`config.mk`:
```
export PLATFORM = sky130hd
export DESIGN_NAME = uart_tx
export DESIGN_NICKNAME = d
export VERILOG_FILES = /design/src/rtl/uart_pkg.sv /design/src/rtl/uart_bit_timer.sv /design/src/rtl/uart_tx.sv
export SDC_FILE = /design/constraint.sdc
export NUM_CORES = 1
export LEC_CHECK = 0
export BUFFER_PORTS_ARGS = -buffer_cell sky130_fd_sc_hd__buf_4
export CAP_MARGIN = 5
export CORE_MARGIN = 5
export CORE_UTILIZATION = 54
export DETAILED_ROUTE_END_ITERATION = 10
export GPL_ROUTABILITY_DRIVEN = 0
export GPL_TIMING_DRIVEN = 0
export HOLD_SLACK_MARGIN = 0.03
export PLACE_DENSITY = 0.87
export SLEW_MARGIN = 20
export SYNTH_ARGS = -nofsm -noshare
export SYNTH_HDL_FRONTEND = slang
export SYNTH_SLANG_ARGS = --single-unit
```
`constraint.sdc`:
```
create_clock -name clk -period 2.41 [get_ports clk]
set_input_delay 0.1205 -clock clk [delete_from_list [all_inputs] [get_ports clk]]
set_output_delay 0.1205 -clock clk [all_outputs]
set_load 0.005 [all_outputs]
```
`src/rtl/uart_pkg.sv`:
```
// Shared UART definitions: state encoding, line levels, defaults and a counter-width helper.
// Used by uart_tx, uart_bit_timer and uart_rx.
package uart_pkg;

   localparam logic [1:0] ST_IDLE  = 2'd0;
   localparam logic [1:0] ST_START = 2'd1;
   localparam logic [1:0] ST_DATA  = 2'd2;
   localparam logic [1:0] ST_STOP  = 2'd3;

   typedef enum logic [1:0] {
      S_IDLE  = ST_IDLE,
      S_START = ST_START,
      S_DATA  = ST_DATA,
      S_STOP  = ST_STOP
   } uart_state_e;

   localparam logic UART_IDLE_LVL  = 1'b1;
   localparam logic UART_START_LVL = 1'b0;

   localparam int UART_DATA_BITS    = 8;
   localparam int UART_CLKS_PER_BIT = 1;

   // Counter width for a modulus n, never narrower than one bit
   function automatic int cnt_width(input int n);
      return (n > 1) ? $clog2(n) : 1;
   endfunction

endpackage

```
`src/rtl/uart_bit_timer.sv`:
```
// Bit-period counter: counts 0..CLKS_PER_BIT-1 while enabled, wraps, and flags the last clock.
// i_load clears the count; o_bit_done is high during the final clock of each bit.
module uart_bit_timer
   import uart_pkg::*;
#(
   parameter int CLKS_PER_BIT = UART_CLKS_PER_BIT,
   parameter int CW           = cnt_width(CLKS_PER_BIT)
) (
   input  logic          clk,
   input  logic          rst_n,
   input  logic          i_load,
   input  logic          i_en,
   output logic [CW-1:0] o_cnt,
   output logic          o_bit_done
);

   localparam logic [CW-1:0] LAST = CW'(CLKS_PER_BIT - 1);
   localparam logic [CW-1:0] ZERO = {CW{1'b0}};

   logic [CW-1:0] r_cnt;

   assign o_cnt      = r_cnt;
   assign o_bit_done = i_en & (r_cnt == LAST);

   // Bit-period counter with clear and wrap
   always_ff @(posedge clk or negedge rst_n) begin
      if (!rst_n) begin
         r_cnt <= ZERO;
      end else if (i_load) begin
         r_cnt <= ZERO;
      end else if (i_en) begin
         if (r_cnt == LAST) begin
            r_cnt <= ZERO;
         end else begin
            r_cnt <= r_cnt + CW'(1);
         end
      end else begin
         r_cnt <= r_cnt;
      end
   end

endmodule

```
`src/rtl/uart_tx.sv`:
```
// 8N1-style UART transmitter with valid/ready input and registered serial/busy outputs.
// Back-to-back frames are accepted in the final stop-bit clock, so there is no idle gap.
module uart_tx
   import uart_pkg::*;
#(
   parameter int CLKS_PER_BIT = UART_CLKS_PER_BIT,
   parameter int DATA_BITS    = UART_DATA_BITS
) (
   input  logic                 clk,
   input  logic                 reset,
   input  logic [DATA_BITS-1:0] tx_data,
   input  logic                 tx_valid,
   output logic                 tx_ready,
   output logic                 tx_serial,
   output logic                 tx_busy
);

   localparam int CW = cnt_width(CLKS_PER_BIT);
   localparam int BW = cnt_width(DATA_BITS);
   localparam logic [CW-1:0] LAST_CLK = CW'(CLKS_PER_BIT - 1);
   localparam logic [BW-1:0] LAST_BIT = BW'(DATA_BITS - 1);

   uart_state_e            r_state;
   logic [DATA_BITS-1:0]   r_shift;
   logic [BW-1:0]          r_bit_cnt;
   logic                   r_serial;
   logic                   r_busy;

   logic [CW-1:0]          w_cnt;
   logic                   w_bit_done;
   logic                   w_idle;
   logic                   w_ready;
   logic                   w_accept;

   assign w_idle   = (r_state == S_IDLE);
   assign w_ready  = w_idle | ((r_state == S_STOP) & (w_cnt == LAST_CLK));
   assign w_accept = tx_valid & w_ready;

   assign tx_ready  = w_ready;
   assign tx_serial = r_serial;
   assign tx_busy   = r_busy;

   // Timer is held clear in IDLE so every frame starts from a fresh bit period
   uart_bit_timer #(
      .CLKS_PER_BIT (CLKS_PER_BIT),
      .CW           (CW)
   ) u_timer (
      .clk        (clk),
      .rst_n      (reset),
      .i_load     (w_idle),
      .i_en       (~w_idle),
      .o_cnt      (w_cnt),
      .o_bit_done (w_bit_done)
   );

   // Frame sequencer: shift register, bit counter and registered line/busy outputs
   always_ff @(posedge clk or negedge reset) begin
      if (!reset) begin
         r_state   <= S_IDLE;
         r_shift   <= {DATA_BITS{1'b0}};
         r_bit_cnt <= {BW{1'b0}};
         r_serial  <= UART_IDLE_LVL;
         r_busy    <= 1'b0;
      end else begin
         case (r_state)
            S_IDLE: begin
               if (w_accept) begin
                  r_shift  <= tx_data;
                  r_state  <= S_START;
                  r_serial <= UART_START_LVL;
                  r_busy   <= 1'b1;
               end else begin
                  r_serial <= UART_IDLE_LVL;
                  r_busy   <= 1'b0;
               end
            end
            S_START: begin
               if (w_bit_done) begin
                  r_state   <= S_DATA;
                  r_serial  <= r_shift[0];
                  r_bit_cnt <= {BW{1'b0}};
               end
            end
            S_DATA: begin
               if (w_bit_done) begin
                  if (r_bit_cnt == LAST_BIT) begin
                     r_state  <= S_STOP;
                     r_serial <= UART_IDLE_LVL;
                  end else begin
                     // Next bit comes from position 1 because the shift lands on this same edge
                     r_shift   <= {1'b0, r_shift[DATA_BITS-1:1]};
                     r_serial  <= r_shift[1];
                     r_bit_cnt <= r_bit_cnt + BW'(1);
                  end
               end
            end
            S_STOP: begin
               if (w_bit_done) begin
                  if (w_accept) begin
                     r_shift  <= tx_data;
                     r_state  <= S_START;
                     r_serial <= UART_START_LVL;
                     r_busy   <= 1'b1;
                  end else begin
                     r_state  <= S_IDLE;
                     r_serial <= UART_IDLE_LVL;
                     r_busy   <= 1'b0;
                  end
               end
            end
            default: begin
               r_state  <= S_IDLE;
               r_serial <= UART_IDLE_LVL;
               r_busy   <= 1'b0;
            end
         endcase
      end
   end

endmodule

```
==> impl_metrics.yaml <==
run_status:
  status: "finished, final reports clean"
setup_path:
  path_class: "reg -> reg"
  reg2reg_to: "r_shift[6]"
  crit_start: "r_state[0]"
  r2r-start: "r_state[0]"
  start_kind: "register"
  cp-end-kind: "register"
  reg2reg_depth: 5
  reg2reg_slack_ns: 0.08
  worstPathRequired_ns: 2.58
  worst_ep_arrival_time_ns: 2.50
  worstPathMaxFanout: 8
  cp-endpoint: "r_shift[6]"
sta:
  hold_viol_final: 0
  rsz0062_at_grt: "no"
  whs_ns: 0.177
  finalMaxSlewViolations: 0
  setup_viol: 0
  timing.slew.headroom_pct: 68.3
  setup_tns_ns: 0
  max_freq_ghz: 0.429
  min_period_ns: 2.33
  finClkSkew_ns: 0.00108
  period_share_pct: 96.8
  tightest_slew_ns: 0.476
  layout_setup_ws_ns: 0.0768
grt:
  grt_max_degree: 16
  grt_pass1_wl_um: 2790
  grt_usage_pct: 14.2
  grt_overflow: 0
  grt_pass1_vias: 599
  antenna_found_initial: 0
cts:
  clockBufferDepth: 2
  clock_sinks: 15
  path_clk_slew_ns: 0.09
  clock_latency_ns: 0.28
  numCtsBuffers: 3
  cts_tree: "built"
  post_cts_buffers: 0
  htreeDepth: 1
  cts_root_buf: "clkbuf_4"
floorplan:
  pin_count: 14
  core_area_sq_mm: 0.00152
  rows: 14
  die_y_um: 50.3
  start_util_pct: 57.5
  floorplan.die_area_sq_mm: 0.00253
  die_x_um: 50.3
power_and_ir_drop:
  intPower_mw: 0.890
  p_clk_share_pct: 10.2
  pwr-share-seq_pct: 32.3
  p_leak_nw: 0.486
  p_switching_mw: 0.542
  power_density_mw_per_mm2: 1390
  swShare_pct: 37.9
  power_mw: 1.43
  peakVddDrop_uv: 837
  combPwrFrac_pct: 57.5
worst_hold_path:
  hp-class: "in -> reg"
  worstHoldPathCells: 3
placed_design:
  placed_area_sq_um: 993
  post-place-ws_ns: 0.116
  hpwl_um: 1180
  port_buffers: 13
layout:
  nFillCells: 111
  syn_to_final_growth_pct: 17.7
  num-nets-final: 109
  design_area_sq_mm: 0.00103
  antennaDiodeCount: 0
  final_layout_size_suffix_gt1_share_pct: 40.4
synthesis:
  synth_top_cell_by_area: "dfrtp_1"
  postSynthCellCount: 71
  synth_cell_types: 22
  synth_seq_cells: 15
  syn_avg_cell_area_sq_um: 12.3
  synth_area_sq_um: 876
  yosysSeqAreaShare_pct: 43.0
  syn-num-nets: 90
  yosys.area.top_type_share_pct: 40.0
  synthTopCellsByArea: "dfrtp_1 40%, mux2_2 21%, ha_1 11%, mux2i_1 3.4%, a221oi_4 3.0%"
  yosysWarnings: 0
drt:
  drc: 0
  first_pass_iters: 2
  avgViaCountPerCell: 5.53
  post_drt_wl_per_cell_um: 15.4
  dr_total_vias: 581
  drt.antenna.violating_nets: 0
  wl_um: 1620
  drt_iter0_markers: 8
run:
  maxCapViolCount: 0
-- through the flow --
| stage | utilization [%] | cells |
|---|---|---|
| after global routing | 67.7 | 105 |
| after CTS | 67.7 | 105 |
| after detailed placement | 65.2 | 100 |
| after floorplan | - | 71 |
| after global placement | 65.2 | 100 |
| final | 67.7 | 105 |
-- per-layer routing --
layer / track usage (%) / wire length [um] / vias up / share of wire, %
li1: - / - / 290 / -
met1: 20.1 / 773 / 278 / 48
met3: 1.78 / 48 / 4 / 3.0
met2: 22.0 / 772 / 9 / 48
met5: 0 / 0 / - / 0
met4: 5.24 / 25 / 0 / 1.5
-- Yosys cell counts --
master,number
a2111oi_0,1
a211oi_1,2
a21oi_1,1
a221oi_4,1
a22o_1,1
a2bb2oi_1,1
a31oi_1,1
clkbuf_1,1
dfrtp_1,14
dfstp_2,1
ha_1,8
inv_1,5
mux2_2,16
mux2i_1,3
nand2_1,5
nand2b_1,1
nor2_1,1
nor2b_1,3
o21ai_0,1
o31a_1,1
or2b_1,2
or3b_4,1
-- worst max-delay path, cell delays in order (launching register included) --
cell and delay (ns):
dfrtp_1 0.42, inv_1 0.13, ha_1 0.38, or3b_4 0.41, a221oi_4 0.47, mux2_2 0.41
-- sequential cells by signal, summed over array words and instances (netlist names) --
name and flops:
r_shift 8, r_bit_cnt 3, r_state 2, tx_busy 1, tx_serial 1
-- how the worst min path moves through the flow --
stage / start / endpoint / slack, ns
CTS: tx_valid / r_state[0] / 0.18
global placement: reset / tx_busy / -0.02
detailed placement: reset / tx_busy / -0.02
finish: tx_valid / r_state[0] / 0.18
floorplan: reset / r_bit_cnt[0] / -0.18
global route: tx_data[7] / r_shift[7] / 0.18
-- cell families after synthesis --
| family | share of synthesized area (%) |
|---|---|
| and+or+nand+nor | 8.43 |
| DFF | 43.0 |
| AOI/OAI and AO/OA | 10.6 |
| muxes | 24.0 |
| buffers and inverters | 2.57 |
| adders and majority gates | 11.4 |
-- final cells by class --
cell class / count / area (sq um) / area share, %
flip-flops and latches: 15 / 377 / 36.5
multi-input cells: 50 / 477 / 46.2
repair buffers: 14 / 108 / 10.4
clock inverters: 1 / 5.00 / 0.485
plain buffers: 1 / 3.75 / 0.364
clock buffers: 3 / 22.5 / 2.18
inverters: 5 / 18.8 / 1.82
well taps: 16 / 20.0 / 1.94
-- power groups by stage --
stage,Sequential (mW),Clock [mW],Combinational [mW]
after floorplan,0.445,0,0.639
after global placement,0.456,0,0.783
after detailed placement,0.465,0,0.817
after CTS,0.460,0.149,0.819
after global routing,0.480,0.170,0.903
final,0.463,0.145,0.823
-- timing repair --
item,CTS,global route
resized for setup,0,0
hold buffers,1,0
endpoints found under the hold margin,15,0
-- cell usage in the layout (no fill, tap or decap), types with 2 or more instances in the layout --
cell type | Yosys | routed
ha_1 | 8 | 8
dfrtp_1 | 14 | 14
mux2_2 | 16 | 16
buf_4 | 0 | 13
nor2b_1 | 3 | 3
inv_1 | 5 | 5
nand2_1 | 5 | 5
a211oi_1 | 2 | 2
mux2i_1 | 3 | 3
clkbuf_4 | 0 | 3
or2b_1 | 2 | 2
(Power assumes the default switching activity.)
